**src/rtl/decode_operand_stage_pkg.sv**
```systemverilog
// Shared decode definitions for the decode/operand-fetch stage and the register-file write-select logic.
// REG_SIZE may be overridden from the build; it defaults to 16 bits.
`ifndef REG_SIZE
`define REG_SIZE 16
`endif

package decode_operand_stage_pkg;

    localparam int INSN_SIZE_DEF    = 16;
    localparam int REG_SIZE_DEF     = `REG_SIZE;
    localparam int REG_PTR_SIZE_DEF = 4;

    localparam int OPC_LSB  = 12;
    localparam int DST_LSB  = 8;
    localparam int SRC0_LSB = 4;
    localparam int SRC1_LSB = 0;

    typedef enum logic [3:0] {
        OP_NOP   = 4'h0,
        OP_ADD   = 4'h1,
        OP_SUB   = 4'h2,
        OP_AND   = 4'h3,
        OP_OR    = 4'h4,
        OP_ADDI  = 4'h5,
        OP_LOAD  = 4'h6,
        OP_STORE = 4'h7,
        OP_INC   = 4'h8,
        OP_MOVI  = 4'h9,
        OP_BRZ   = 4'hA
    } opcode_t;

    typedef struct packed {
        logic is_f1;
        logic is_f2;
        logic uses_src_0;
        logic uses_src_1;
    } insn_class_t;

    // F1 writes dst, F2 writes back into src_0; unlisted opcodes behave as NOP.
    function automatic insn_class_t decode_class(input logic [3:0] opcode);
        insn_class_t c;
        c = '0;
        case (opcode)
            OP_ADD, OP_SUB, OP_AND, OP_OR: c = '{1'b1, 1'b0, 1'b1, 1'b1};
            OP_ADDI, OP_LOAD:              c = '{1'b1, 1'b0, 1'b1, 1'b0};
            OP_STORE:                      c = '{1'b0, 1'b0, 1'b1, 1'b1};
            OP_INC:                        c = '{1'b0, 1'b1, 1'b1, 1'b0};
            OP_MOVI:                       c = '{1'b0, 1'b1, 1'b0, 1'b0};
            OP_BRZ:                        c = '{1'b0, 1'b0, 1'b1, 1'b0};
            default:                       c = '0;
        endcase
        return c;
    endfunction

endpackage

```
**src/rtl/decode_operand_stage_if.sv**
```systemverilog
// Fetch, register-file, producer-status and DE pipeline signals of the decode/operand-fetch stage.
interface decode_operand_stage_if
    import decode_operand_stage_pkg::*;
#(
    parameter int INSN_SIZE    = INSN_SIZE_DEF,
    parameter int REG_SIZE     = REG_SIZE_DEF,
    parameter int REG_PTR_SIZE = REG_PTR_SIZE_DEF
) ();
    logic                    FD_valid;
    logic [INSN_SIZE-1:0]    FD_insn;
    logic                    D_stall;
    logic [REG_PTR_SIZE-1:0] FD_insn_src_0;
    logic [REG_PTR_SIZE-1:0] FD_insn_src_1;
    logic [REG_SIZE-1:0]     D_src_0_data;
    logic [REG_SIZE-1:0]     D_src_1_data;
    logic                    E_stall;
    logic                    XM_valid;
    logic                    XM_writes;
    logic                    XM_is_load;
    logic [REG_PTR_SIZE-1:0] XM_dst;
    logic [REG_SIZE-1:0]     XM_result;
    logic                    W_valid;
    logic                    W_writes;
    logic [REG_PTR_SIZE-1:0] W_dst;
    logic [REG_SIZE-1:0]     W_result;
    logic                    DE_valid;
    logic [INSN_SIZE-1:0]    DE_insn;
    logic [REG_SIZE-1:0]     DE_src_0_data;
    logic [REG_SIZE-1:0]     DE_src_1_data;
    logic [REG_PTR_SIZE-1:0] DE_dst;
    logic                    DE_writes;

    modport slave (
        input  FD_valid, FD_insn, D_src_0_data, D_src_1_data, E_stall,
               XM_valid, XM_writes, XM_is_load, XM_dst, XM_result,
               W_valid, W_writes, W_dst, W_result,
        output D_stall, FD_insn_src_0, FD_insn_src_1,
               DE_valid, DE_insn, DE_src_0_data, DE_src_1_data, DE_dst, DE_writes
    );

    modport master (
        output FD_valid, FD_insn, D_src_0_data, D_src_1_data, E_stall,
               XM_valid, XM_writes, XM_is_load, XM_dst, XM_result,
               W_valid, W_writes, W_dst, W_result,
        input  D_stall, FD_insn_src_0, FD_insn_src_1,
               DE_valid, DE_insn, DE_src_0_data, DE_src_1_data, DE_dst, DE_writes
    );
endinterface

```
**src/rtl/decode_operand_stage_operand_forward.sv**
```systemverilog
// Per-operand producer match, forwarding select and hazard flag.
// DECODE_FORWARDING_EN selects XM/W forwarding; without it every live match stalls.
module operand_forward
    import decode_operand_stage_pkg::*;
#(
    parameter int REG_SIZE     = REG_SIZE_DEF,
    parameter int REG_PTR_SIZE = REG_PTR_SIZE_DEF
) (
    input  logic [REG_PTR_SIZE-1:0] src,
    input  logic                    uses,
    input  logic                    de_live,
    input  logic [REG_PTR_SIZE-1:0] de_dst,
    input  logic                    xm_live,
    input  logic                    xm_is_load,
    input  logic [REG_PTR_SIZE-1:0] xm_dst,
    input  logic [REG_SIZE-1:0]     xm_result,
    input  logic                    w_live,
    input  logic [REG_PTR_SIZE-1:0] w_dst,
    input  logic [REG_SIZE-1:0]     w_result,
    input  logic [REG_SIZE-1:0]     rf_data,
    output logic [REG_SIZE-1:0]     data,
    output logic                    hazard
);
    logic de_match, xm_match, w_match;

    assign de_match = uses & de_live & (de_dst == src);
    assign xm_match = uses & xm_live & (xm_dst == src);
    assign w_match  = uses & w_live  & (w_dst  == src);

`ifdef DECODE_FORWARDING_EN
    // DE has no result yet and an XM load only has its data in W next cycle.
    assign hazard = de_match | (xm_match & xm_is_load);

    always_comb begin
        data = rf_data;
        if (xm_match && !xm_is_load) begin
            data = xm_result;
        end else if (w_match) begin
            data = w_result;
        end
    end
`else
    logic unused_fwd;
    assign unused_fwd = ^{xm_is_load, xm_result, w_result};

    assign hazard = de_match | xm_match | w_match;
    assign data   = rf_data;
`endif

endmodule

```
**src/rtl/decode_operand_stage.sv**
```systemverilog
// Decode/operand-fetch stage: register-file read pointers, RAW hazard stall and the DE pipeline register.
// Forwarding from XM/W is present only when DECODE_FORWARDING_EN is defined.
module decode_operand_stage
    import decode_operand_stage_pkg::*;
#(
    parameter int INSN_SIZE    = INSN_SIZE_DEF,
    parameter int REG_SIZE     = REG_SIZE_DEF,
    parameter int REG_PTR_SIZE = REG_PTR_SIZE_DEF
) (
    input logic                   clk,
    input logic                   reset_n,
    decode_operand_stage_if.slave pipe
);
    logic [3:0]              opcode;
    logic [REG_PTR_SIZE-1:0] dst, src_0, src_1, wr_ptr;
    insn_class_t             cls;
    logic                    de_live, xm_live, w_live;
    logic                    hazard_0, hazard_1, hazard, hold;
    logic [REG_SIZE-1:0]     fwd_0, fwd_1;

    logic                    de_valid_q, de_writes_q;
    logic [INSN_SIZE-1:0]    de_insn_q;
    logic [REG_PTR_SIZE-1:0] de_dst_q;
    logic [REG_SIZE-1:0]     de_src_0_q, de_src_1_q;

    assign opcode = pipe.FD_insn[OPC_LSB +: 4];
    assign dst    = pipe.FD_insn[DST_LSB +: REG_PTR_SIZE];
    assign src_0  = pipe.FD_insn[SRC0_LSB +: REG_PTR_SIZE];
    assign src_1  = pipe.FD_insn[SRC1_LSB +: REG_PTR_SIZE];
    assign cls    = decode_class(opcode);
    assign wr_ptr = cls.is_f2 ? src_0 : dst;

    assign pipe.FD_insn_src_0 = src_0;
    assign pipe.FD_insn_src_1 = src_1;

    assign de_live = de_valid_q & de_writes_q;
    assign xm_live = pipe.XM_valid & pipe.XM_writes;
    assign w_live  = pipe.W_valid & pipe.W_writes;

    operand_forward #(.REG_SIZE(REG_SIZE), .REG_PTR_SIZE(REG_PTR_SIZE)) u_fwd_0 (
        .src(src_0), .uses(cls.uses_src_0),
        .de_live(de_live), .de_dst(de_dst_q),
        .xm_live(xm_live), .xm_is_load(pipe.XM_is_load), .xm_dst(pipe.XM_dst), .xm_result(pipe.XM_result),
        .w_live(w_live), .w_dst(pipe.W_dst), .w_result(pipe.W_result),
        .rf_data(pipe.D_src_0_data), .data(fwd_0), .hazard(hazard_0)
    );

    operand_forward #(.REG_SIZE(REG_SIZE), .REG_PTR_SIZE(REG_PTR_SIZE)) u_fwd_1 (
        .src(src_1), .uses(cls.uses_src_1),
        .de_live(de_live), .de_dst(de_dst_q),
        .xm_live(xm_live), .xm_is_load(pipe.XM_is_load), .xm_dst(pipe.XM_dst), .xm_result(pipe.XM_result),
        .w_live(w_live), .w_dst(pipe.W_dst), .w_result(pipe.W_result),
        .rf_data(pipe.D_src_1_data), .data(fwd_1), .hazard(hazard_1)
    );

    // An empty DE never blocks, so E_stall alone only holds a valid entry.
    assign hazard       = pipe.FD_valid & (hazard_0 | hazard_1);
    assign hold         = de_valid_q & pipe.E_stall;
    assign pipe.D_stall = hazard | hold;

    always_ff @(posedge clk or negedge reset_n) begin
        if (!reset_n) begin
            de_valid_q  <= 1'b0;
            de_writes_q <= 1'b0;
            de_insn_q   <= '0;
            de_dst_q    <= '0;
            de_src_0_q  <= '0;
            de_src_1_q  <= '0;
        end else if (!hold) begin
            if (hazard || !pipe.FD_valid) begin
                de_valid_q  <= 1'b0;
                de_writes_q <= 1'b0;
            end else begin
                de_valid_q  <= 1'b1;
                de_writes_q <= cls.is_f1 | cls.is_f2;
                de_insn_q   <= pipe.FD_insn;
                de_dst_q    <= wr_ptr;
                de_src_0_q  <= fwd_0;
                de_src_1_q  <= fwd_1;
            end
        end
    end

    assign pipe.DE_valid      = de_valid_q;
    assign pipe.DE_writes     = de_writes_q;
    assign pipe.DE_insn       = de_insn_q;
    assign pipe.DE_dst        = de_dst_q;
    assign pipe.DE_src_0_data = de_src_0_q;
    assign pipe.DE_src_1_data = de_src_1_q;

endmodule

```
**src/flat_wrapper.sv**
```systemverilog
// flat-port wrapper written by rule: the top's interface ports become plain ports
module decode_operand_stage_flat import decode_operand_stage_pkg::*;
#(
    parameter int INSN_SIZE    = INSN_SIZE_DEF,
    parameter int REG_SIZE     = REG_SIZE_DEF,
    parameter int REG_PTR_SIZE = REG_PTR_SIZE_DEF
)
  (clk, reset_n, pipe_FD_valid, pipe_FD_insn, pipe_D_src_0_data, pipe_D_src_1_data, pipe_E_stall, pipe_XM_valid, pipe_XM_writes, pipe_XM_is_load, pipe_XM_dst, pipe_XM_result, pipe_W_valid, pipe_W_writes, pipe_W_dst, pipe_W_result, pipe_D_stall, pipe_FD_insn_src_0, pipe_FD_insn_src_1, pipe_DE_valid, pipe_DE_insn, pipe_DE_src_0_data, pipe_DE_src_1_data, pipe_DE_dst, pipe_DE_writes);
  decode_operand_stage_if #(.INSN_SIZE(INSN_SIZE), .REG_SIZE(REG_SIZE), .REG_PTR_SIZE(REG_PTR_SIZE)) pipe_i ();
  input logic clk;
  input logic reset_n;
  input wire logic [$bits(pipe_i.FD_valid)-1:0] pipe_FD_valid;
  input wire logic [$bits(pipe_i.FD_insn)-1:0] pipe_FD_insn;
  input wire logic [$bits(pipe_i.D_src_0_data)-1:0] pipe_D_src_0_data;
  input wire logic [$bits(pipe_i.D_src_1_data)-1:0] pipe_D_src_1_data;
  input wire logic [$bits(pipe_i.E_stall)-1:0] pipe_E_stall;
  input wire logic [$bits(pipe_i.XM_valid)-1:0] pipe_XM_valid;
  input wire logic [$bits(pipe_i.XM_writes)-1:0] pipe_XM_writes;
  input wire logic [$bits(pipe_i.XM_is_load)-1:0] pipe_XM_is_load;
  input wire logic [$bits(pipe_i.XM_dst)-1:0] pipe_XM_dst;
  input wire logic [$bits(pipe_i.XM_result)-1:0] pipe_XM_result;
  input wire logic [$bits(pipe_i.W_valid)-1:0] pipe_W_valid;
  input wire logic [$bits(pipe_i.W_writes)-1:0] pipe_W_writes;
  input wire logic [$bits(pipe_i.W_dst)-1:0] pipe_W_dst;
  input wire logic [$bits(pipe_i.W_result)-1:0] pipe_W_result;
  output wire logic [$bits(pipe_i.D_stall)-1:0] pipe_D_stall;
  output wire logic [$bits(pipe_i.FD_insn_src_0)-1:0] pipe_FD_insn_src_0;
  output wire logic [$bits(pipe_i.FD_insn_src_1)-1:0] pipe_FD_insn_src_1;
  output wire logic [$bits(pipe_i.DE_valid)-1:0] pipe_DE_valid;
  output wire logic [$bits(pipe_i.DE_insn)-1:0] pipe_DE_insn;
  output wire logic [$bits(pipe_i.DE_src_0_data)-1:0] pipe_DE_src_0_data;
  output wire logic [$bits(pipe_i.DE_src_1_data)-1:0] pipe_DE_src_1_data;
  output wire logic [$bits(pipe_i.DE_dst)-1:0] pipe_DE_dst;
  output wire logic [$bits(pipe_i.DE_writes)-1:0] pipe_DE_writes;
  assign pipe_i.FD_valid = pipe_FD_valid;
  assign pipe_i.FD_insn = pipe_FD_insn;
  assign pipe_i.D_src_0_data = pipe_D_src_0_data;
  assign pipe_i.D_src_1_data = pipe_D_src_1_data;
  assign pipe_i.E_stall = pipe_E_stall;
  assign pipe_i.XM_valid = pipe_XM_valid;
  assign pipe_i.XM_writes = pipe_XM_writes;
  assign pipe_i.XM_is_load = pipe_XM_is_load;
  assign pipe_i.XM_dst = pipe_XM_dst;
  assign pipe_i.XM_result = pipe_XM_result;
  assign pipe_i.W_valid = pipe_W_valid;
  assign pipe_i.W_writes = pipe_W_writes;
  assign pipe_i.W_dst = pipe_W_dst;
  assign pipe_i.W_result = pipe_W_result;
  assign pipe_D_stall = pipe_i.D_stall;
  assign pipe_FD_insn_src_0 = pipe_i.FD_insn_src_0;
  assign pipe_FD_insn_src_1 = pipe_i.FD_insn_src_1;
  assign pipe_DE_valid = pipe_i.DE_valid;
  assign pipe_DE_insn = pipe_i.DE_insn;
  assign pipe_DE_src_0_data = pipe_i.DE_src_0_data;
  assign pipe_DE_src_1_data = pipe_i.DE_src_1_data;
  assign pipe_DE_dst = pipe_i.DE_dst;
  assign pipe_DE_writes = pipe_i.DE_writes;
  decode_operand_stage #(.INSN_SIZE(INSN_SIZE), .REG_SIZE(REG_SIZE), .REG_PTR_SIZE(REG_PTR_SIZE)) u_core (.clk(clk), .reset_n(reset_n), .pipe(pipe_i));
endmodule
```
**config.mk**
```make
export PLATFORM = sky130hd
export DESIGN_NAME = decode_operand_stage_flat
export DESIGN_NICKNAME = d
export VERILOG_FILES = /design/src/rtl/decode_operand_stage_pkg.sv /design/src/rtl/decode_operand_stage_if.sv /design/src/rtl/decode_operand_stage_operand_forward.sv /design/src/rtl/decode_operand_stage.sv /design/src/flat_wrapper.sv
export SDC_FILE = /design/constraint.sdc
export NUM_CORES = 1
export LEC_CHECK = 0
export ABC_CLOCK_PERIOD_IN_PS = 4300
export CAP_MARGIN = 20
export CORE_MARGIN = 5
export CORE_UTILIZATION = 40
export DETAILED_ROUTE_END_ITERATION = 8
export PLACE_DENSITY_LB_ADDON = 0.12
export SYNTH_ARGS = -nofsm -noshare
export SYNTH_HDL_FRONTEND = slang
export SYNTH_SLANG_ARGS = --single-unit
```
**constraint.sdc**
```tcl
create_clock -name clk -period 4.3 [get_ports clk]
set_input_delay 0.645 -clock clk [delete_from_list [all_inputs] [get_ports clk]]
set_output_delay 0.645 -clock clk [all_outputs]
set_load 0.01 [all_outputs]
```
**After elaboration in Yosys (flattened, before gate mapping)**

Memories as Yosys holds them, arrays and structs flattened.
Index checks and enable logic that the tools add are counted.

- Register bits: 54
- Memory bits (read-only): 64
- Bits of input ports: 97
- Output and inout port bits: 63
- Logic and storage cells: 45
- Memories: 1

- Equality and inequality tests: 6
- Muxes and demuxes: 3
- Bitwise operators: 26
- Reduce and logical (&&, ||, !) cells: 3

Memory list:

| name | words | bits a word | rd ports | clocked after memory_dff | write ports | RTL line | RTL |
|---|---|---|---|---|---|---|---|
| (name not given) | 16 | 4 | 1 | 0 | 0 | decode_operand_stage_pkg.sv:43 | `case (opcode)` |

Operators by type and width:

| kind | number |
|---|---|
| $eq A4 B4 Y1 | 6 |
| $and A1 B1 Y1 | 17 |
| $or A1 B1 Y1 | 7 |
| $mux W4 | 1 |
| $mux W1 | 2 |
| $not A1 Y1 | 2 |
| $reduce_and A2 Y1 | 1 |
| $logic_not A1 Y1 | 1 |
| $logic_or A1 B1 Y1 | 1 |

**Depth between registers and ports, before layout**

Gate-level depths: netlist (run 1).

- Word-level depth: 10
- Depth in mapped cells: 9
- Depth with buffers taken out: 8

**Hierarchy**

A second synthesis (run 1) with hierarchy kept.

- Cell total of the unflattened synthesis: 226
- Area, all modules: 2921.6 µm²

Modules (own cells, without submodules):

| module | instances | cells an instance | area an instance (µm²) | sequential area each (µm²) |
|---|---|---|---|---|
| decode_operand_stage | 1 | 146 | 2356.0 | 1351.3 |
| operand_forward | 2 | 40 | 282.8 | 0.0 |

**Worst setup path after synthesis (run 1)**

OpenSTA, ideal clock, no wires.

- Path kind: input port to output port
- Start point: in pipe_FD_insn[12]
- End point: out pipe_D_stall
- Arrival time: 1.925 ns
- Data required time: 3.655 ns
- Setup slack: 1.730 ns
- Stages on the path: 8
- Buffers on the path: 0
- Cells stage by stage: inv_1 > ha_1 > mux2_4 > nor2_1 > nor4bb_1 > a31oi_1 > nand3_1 > a22o_1

- Longest elaborated chain between the ends: 8
- Elaborated cells on any way between the ends: 20
- Those cells by class: bitwise: 19; memory: 1

Ends and longest elaborated chain:

| item | RTL line | RTL |
|---|---|---|
| start: declaration | flat_wrapper.sv:13 | `input wire logic [$bits(pipe_i.FD_insn)-1:0] pipe_FD_insn;` |
| $mem_v2 Z16 W4 * | - |  |
| $and A1 B1 Y1, on equally long branches (2 in series) | decode_operand_stage_operand_forward.sv:26, decode_operand_stage_operand_forward.sv:27 |  |
| $or A1 B1 Y1 (2 in series) | decode_operand_stage_operand_forward.sv:46 | `assign hazard = de_match \| xm_match \| w_match;` |
| $or A1 B1 Y1 * | decode_operand_stage.sv:57 | `assign hazard = pipe.FD_valid & (hazard_0 \| hazard_1);` |
| $and A1 B1 Y1 * | decode_operand_stage.sv:57 |  |
| $or A1 B1 Y1 * | decode_operand_stage.sv:59 | `assign pipe.D_stall = hazard \| hold;` |
| end: declaration | flat_wrapper.sv:26 | `output wire logic [$bits(pipe_i.D_stall)-1:0] pipe_D_stall;` |

Every way passes the cells marked *; elsewhere a longest branch is shown, timed or not.

**Worst setup path in the final report (run 1)**

Same ends and word-level chain as after synthesis.

==> flow_summary.toml, run 1 <==
[outcome]
status = "finished clean"

[clock_network]
ctsHoldBuffers = 0
clock_latency_ps = 300
htree_num_levels = 2
cts.reportedPaths.clkPinSlew_ps = 90
tritoncts = "done"
cts_root_buffer = "clkbuf_8"
cts_inserted_buffers = 5
clock-sinks = 54
cts.path.max_buffers = 2
post-cts-setup-buffer-count = 0
ctsResizeCount = 0

[global_route]
via_count_of_the_first_global_routing_pass = 2140
global_route.usage.met2 = 0.251
grt_overflow_total = 0
grt_first_pass_wirelength_mm = 10.6
grt_most_used_layer = "met2"
largest_net_degree_at_the_start_of_global_routing = 55
antenna_found_initial = 0
met1_usage = 0.194
grtUsageTotal = 0.153
globalRouteMet3Util = 0.0515

[placement]
port_buffers = 126
placement.cell_area_mm2 = 0.00404
finalWeightedCongestion = 0.907
placed_cells = 387
hpwlAfterDp_mm = 4.93
pre_cts_ws_ps = 508

[power]
power_dissipated_by_switching_net_loads_mw = 0.411
fin_total_pwr_mw = 1.50
power.sequential.fraction = 0.434
portion_of_total_power_attributed_to_combinational_logic = 0.365
cell_internal_pwr_mw = 1.09
powerDensity_mw_per_mm2 = 363
ir_worst_vdd_v = 0.000215
clkPwrFrac = 0.202
p_leak_nw = 1.86
switching_share = 0.274

[layout]
layout.cells.most_common = "clkdlybuf4s50_1"
syn2layout_area_growth_pct = 49.9
layout.filler_cells = 567
final_cell_utilization_of_the_core = 0.612
finalInstanceArea_mm2 = 0.00414
finalNetCount = 413
n_antenna_cell = 0
instances_no_fill = 395
layout.cells.most_common_list = "125 x clkdlybuf4s50_1, 54 x dfrtp_1, 51 x mux2_4, 16 x xor2_1, 7 x mux2_2"
fraction_of_final_layout_cells_sized_beyond_drive_strength_1 = 0.232

[route]
totalWireLength_mm = 6.54
drtAntennaViolNets = 0
detailedRoute.firstIterationViolations = 45
detailroute.via_count = 1935
number_of_detailed_routing_iterations_run_before_antenna_repair = 4
drt_drc_violations_left = 0
post_drt_via_cell_ratio = 4.90
wire_per_inst_um = 16.6

[yosys]
syn_area_per_cell_um2 = 14.5
ys_seq_elements = 54
netlist_instances = 191
postSynthNetCount = 290
synth_top_cells_by_area = "dfrtp_1 49%, mux2_4 28%, xor2_1 5.1%, mux2_2 2.9%, buf_4 2.2%"
synth_top_cell_by_area = "dfrtp_1"
fraction_of_synthesized_cell_area_taken_by_the_top_area_cell_type = 0.490
synth-warning-count = 0
syn_area_mm2 = 0.00276
synth_sequential_area_ratio = 0.490
synth.lib_cells_used.distinct = 30

[setup_path]
cp_max_fo = 4
timing.setup.critical_path_class = "input port to output port"
worst_r2r_path_depth = 7
critPathCaptureType = "output port"
crit_arrival_ps = 3150
timing.critical_path.from_type = "input port"
critical_path_required_ps = 3650

[timing]
setup_slack_ps = 509
fin_worst_hold_slack_ps = 469
fmax_mhz = 264
final.setup.tns_ps = 0
max_slew.worst_pin.slew_ps = 687
max_slew_margin = 0.542
timing.final.crit_share = 0.882
setup_violators_final = 0
post-route-min-period_ps = 3790
hold_vio_cnt_final = 0
fin_skew_ps = 11.9
final_max_slew_viol_count = 0
grt_setup_unrepaired = "no"

[floorplan]
floorplan.rows = 30
die_footprint_mm2 = 0.00866
boundary_pin_count = 160
core_area_mm2 = 0.00676
floorplan.initialDensity = 0.409
die-height_um = 93.1
die_w_um = 93.1

[job]
max_cap_viol = 0

[min_path]
worst_hold_path_type = "input port to async pin"
[cell usage after synthesis]
cell,instances
a221o_1,1
nor2b_1,1
nand3_1,4
dfrtp_1,54
ha_1,2
mux2_2,7
a22o_1,1
inv_2,1
a221oi_1,1
inv_1,5
clkbuf_1,1
xor2_1,16
nand3_4,1
o21ai_1,1
buf_6,5
a22oi_1,1
nor4_1,3
nor2_1,4
buf_4,8
mux2_4,51
o22ai_1,2
nand2b_1,1
and3_1,1
o221ai_1,1
nand2_1,5
a31oi_1,1
o21ai_0,3
nor4bb_1,1
xnor2_1,4
nor3_1,4
[worst paths after layout]
kind | startpoint | end | slack (ps)
worst min register to register | u_core.pipe.DE_insn[3] | u_core.pipe.DE_insn[3] | 510
worst min-delay path | reset_n | u_core.pipe.DE_src_1_data[10] | 470
min in group clk | u_core.pipe.DE_insn[3] | u_core.pipe.DE_insn[3] | 510
worst max-delay path | pipe_FD_insn[12] | pipe_D_stall | 510
worst max register to register | u_core.pipe.DE_dst[0] | u_core.pipe.DE_src_0_data[3] | 1980
max in group asynchronous | reset_n | u_core.pipe.DE_src_1_data[5] | 3380
[area by class of cell]
cell class | instances | area (um2) | share of cell area
Multi-Input combinational cell | 117 | 1270 | 0.306
Timing Repair Buffer | 130 | 1300 | 0.314
Clock inverter | 2 | 16.3 | 0.00393
Sequential cell | 54 | 1350 | 0.327
Inverter | 6 | 22.5 | 0.00544
Tap cell | 80 | 100 | 0.0242
Clock buffer | 6 | 82.6 | 0.0200
[critical path, cell delays in order]
cell	delay, ps
clkdlybuf4s50_1	540
inv_1	70
ha_1	280
mux2_4	270
nor2_1	90
nor4bb_1	300
a31oi_1	130
nand3_1	150
a22o_1	140
clkdlybuf4s50_1	530
[power groups by stage]
stage	Combinational [mW]	Sequential, mW	Clock (mW)
after detailed placement	0.554	0.661	0
final	0.548	0.652	0.303
after global routing	0.585	0.666	0.333
after CTS	0.558	0.653	0.320
after floorplan	0.216	0.701	0
after global placement	0.551	0.659	0
[kinds of logic after synthesis]
group | count (synthesis) | share of synthesized area
adders and majority gates | 2 | 0.00906
muxes | 58 | 0.306
AOI/OAI and AO/OA | 12 | 0.0299
xor gates and xnor gates | 20 | 0.0635
DFF | 54 | 0.490
and+or+nand+nor | 25 | 0.0503
buffers and inverters | 20 | 0.0517
[sequential cells by signal, summed over array words and instances (netlist names)]
register / count
u_core.pipe.DE_dst: 4
u_core.pipe.DE_insn: 16
u_core.pipe.DE_src_0_data: 16
u_core.pipe.DE_src_1_data: 16
u_core.pipe.DE_valid: 1
u_core.pipe.DE_writes: 1
[routing by layer]
layer | vias up | routed length [um]
met1 | 937 | 2820
met5 | - | 0
li1 | 909 | -
met2 | 85 | 3090
met3 | 4 | 569
met4 | 0 | 56
(Power assumes the default switching activity.)
==> run 2, diff against run 1 <==
--- a/config.mk
+++ b/config.mk
@@ -11,6 +11,7 @@
 export CORE_UTILIZATION = 40
 export DETAILED_ROUTE_END_ITERATION = 8
 export PLACE_DENSITY_LB_ADDON = 0.12
+export SLEW_MARGIN = 40
 export SYNTH_ARGS = -nofsm -noshare
 export SYNTH_HDL_FRONTEND = slang
 export SYNTH_SLANG_ARGS = --single-unit
==> results of run 2 <==
The final DEF is identical to that of run 1; final timing and power are the same.
==> run 3, diff against run 2 <==
--- a/config.mk
+++ b/config.mk
@@ -5,10 +5,10 @@
 export SDC_FILE = /design/constraint.sdc
 export NUM_CORES = 1
 export LEC_CHECK = 0
-export ABC_CLOCK_PERIOD_IN_PS = 4300
+export ABC_CLOCK_PERIOD_IN_PS = 3300
 export CAP_MARGIN = 20
 export CORE_MARGIN = 5
-export CORE_UTILIZATION = 40
+export CORE_UTILIZATION = 34
 export DETAILED_ROUTE_END_ITERATION = 8
 export PLACE_DENSITY_LB_ADDON = 0.12
 export SLEW_MARGIN = 40
==> constraint.sdc (replaced) <==
create_clock -name clk -period 3.3 [get_ports clk]
set_input_delay 0.495 -clock clk [delete_from_list [all_inputs] [get_ports clk]]
set_output_delay 0.495 -clock clk [all_outputs]
set_load 0.01 [all_outputs]
==> run 3 against run 2 <==
Critical path type unchanged. Cell count rose by 8.1%. Routed wire length rose by 3.1%. Combinational power rose by 33%. Global-route usage fell by 1.8 points. Largest power group unchanged. Register-to-register slack got worse by 750 ps. Hold slack got worse by 340 ps. Sequential power rose by 31%. Critical endpoint unchanged. Core utilization fell by 6.5 points. Critical path depth did not move.
==> flow_summary.toml, run 3 (same netlist as run 1, synthesis figures left out) <==
[placement]
hpwlAfterDp_mm = 5.28
placed_cells = 419
placement.cell_area_mm2 = 0.00418
finalWeightedCongestion = 0.811
port_buffers = 126

[floorplan]
floorplan.rows = 32
boundary_pin_count = 160
die-height_um = 100
floorplan.initialDensity = 0.354
die_w_um = 100
die_footprint_mm2 = 0.0100
core_area_mm2 = 0.00781

[layout]
finalInstanceArea_mm2 = 0.00427
fraction_of_final_layout_cells_sized_beyond_drive_strength_1 = 0.255
n_antenna_cell = 0
layout.filler_cells = 693
sequential_cell_area_mm2 = 0.00135
layout.cells.most_common = "clkdlybuf4s50_1"
multi_input_comb_area_mm2 = 0.00127
syn2layout_area_growth_pct = 54.8
instances_no_fill = 427
finalNetCount = 423
final_cell_utilization_of_the_core = 0.547
layout.cells.most_common_list = "124 x clkdlybuf4s50_1, 54 x dfrtp_1, 51 x mux2_4, 16 x xor2_1, 11 x buf_4"

[timing]
post-route-min-period_ps = 3070
hold_vio_cnt_final = 0
grt_setup_unrepaired = "no"
fmax_mhz = 326
max_slew.worst_pin.slew_ps = 443
final.setup.tns_ps = 0
fin_worst_hold_slack_ps = 129
timing.final.crit_share = 0.931
final_max_slew_viol_count = 0
max_slew_margin = 0.705
fin_skew_ps = 12.4
setup_violators_final = 0

[clock_network]
cts_root_buffer = "clkbuf_8"
clock_latency_ps = 300
clock-sinks = 54
cts.path.max_buffers = 2
htree_num_levels = 2
cts.reportedPaths.clkPinSlew_ps = 90
ctsHoldBuffers = 0
tritoncts = "done"
cts_inserted_buffers = 5

[setup_path]
reg2reg_setup_slack_ps = 1230
timing.critical_path.from_type = "input port"
timing.setup.critical_path_class = "input port to output port"
worst_r2r_startpoint = "u_core.pipe.DE_dst[0]"
crit_arrival_ps = 2580
critPathCaptureType = "output port"
worst_r2r_path_depth = 7
cp_max_fo = 3
worstReg2RegEnd = "u_core.pipe.DE_insn[3]"
critical_path_required_ps = 2800

[power]
ir_worst_vdd_v = 0.000233
powerDensity_mw_per_mm2 = 455
p_leak_nw = 1.92

[route]
post_drt_via_cell_ratio = 4.57
wire_per_inst_um = 15.8
drtAntennaViolNets = 0
number_of_detailed_routing_iterations_run_before_antenna_repair = 4
detailedRoute.firstIterationViolations = 31
totalWireLength_mm = 6.74
detailroute.via_count = 1952
drt_drc_violations_left = 0

[global_route]
antenna_found_initial = 0
largest_net_degree_at_the_start_of_global_routing = 35
grt_first_pass_wirelength_mm = 10.8
grtUsageTotal = 0.135
grt_overflow_total = 0
via_count_of_the_first_global_routing_pass = 2126

[min_path]
worst_hold_path_type = "input port to async pin"

[job]
max_cap_viol = 0

[outcome]
status = "finished clean"
run 3: changes by cell type in the layout (fill, tap and decap cells not counted):
cell             previous run  this run
buf_12                      1         4
buf_2                       1         0
buf_4                       3        11
clkbuf_1                    0         1
clkbuf_8                    6         5
clkdlybuf4s50_1           125       124
clkinv_2                    0         1
clkinv_4                    0         1
clkinvlp_4                  1         0
dlygate4sd2_1               0         1
inv_6                       1         0
nor4bb_1                    1         0
nor4bb_2                    0         1
run 3: timing repair:
item                       in CTS  in global routing
resized for setup               2                  0
hold endpoints to repair        0                  0
setup endpoints to repair       1                  0
buffers inserted                0                  0
run 3: critical path: stages:
cell and delay, ps:
clkdlybuf4s50_1 470, inv_1 40, ha_1 280, mux2_4 280, nor2_1 80, nor4bb_2 290
a31oi_1 90, nand3_1 130, a22o_1 140, dlygate4sd2_1 280
run 3: worst max path at each step:
stage | from | endpoint | slack, ps | cells past startpoint
floorplan | pipe_FD_insn[12] | u_core.pipe.DE_dst[0] | 950 | 9
global placement | pipe_FD_insn[12] | pipe_D_stall | -70 | 10
detailed placement | pipe_FD_insn[12] | pipe_D_stall | -70 | 10
CTS | pipe_FD_insn[12] | pipe_D_stall | 220 | 10
global route | pipe_FD_insn[12] | pipe_D_stall | 70 | 10
finish | pipe_FD_insn[12] | pipe_D_stall | 230 | 10
run 3: area by class of cell:
type                            instances  share of cell area
Tap cell                              102              0.0299
Timing Repair Buffer                  140               0.331
Sequential cell                        54               0.316
Multi-Input combinational cell        117               0.298
Clock inverter                          2             0.00322
Clock buffer                            6              0.0170
Inverter                                6             0.00527
run 3: per-stage QoR:
step	setup slack, ps	power, mW
floorplan	953	1.20
global placement	-67.4	1.60
global route	74.0	2.05
CTS	224	1.97
detailed placement	-74.5	1.60
finish	229	1.94
run 3: power by group:
part	leakage, nW	switching (mW)	total [mW]	internal [mW]
Sequential	0.633	0.0750	0.852	0.777
Combinational	1.24	0.243	0.730	0.487
Clock	0.0452	0.211	0.362	0.150
run 3: layer usage:
metal	track usage	routed length, um	part of all wire	up-vias
li1	-	-	-	928
met1	0.187	3130	0.46	932
met2	0.210	3040	0.45	87
met3	0.0417	512	0.076	5
met4	0.0290	49	0.0073	0
met5	0	0	0	-
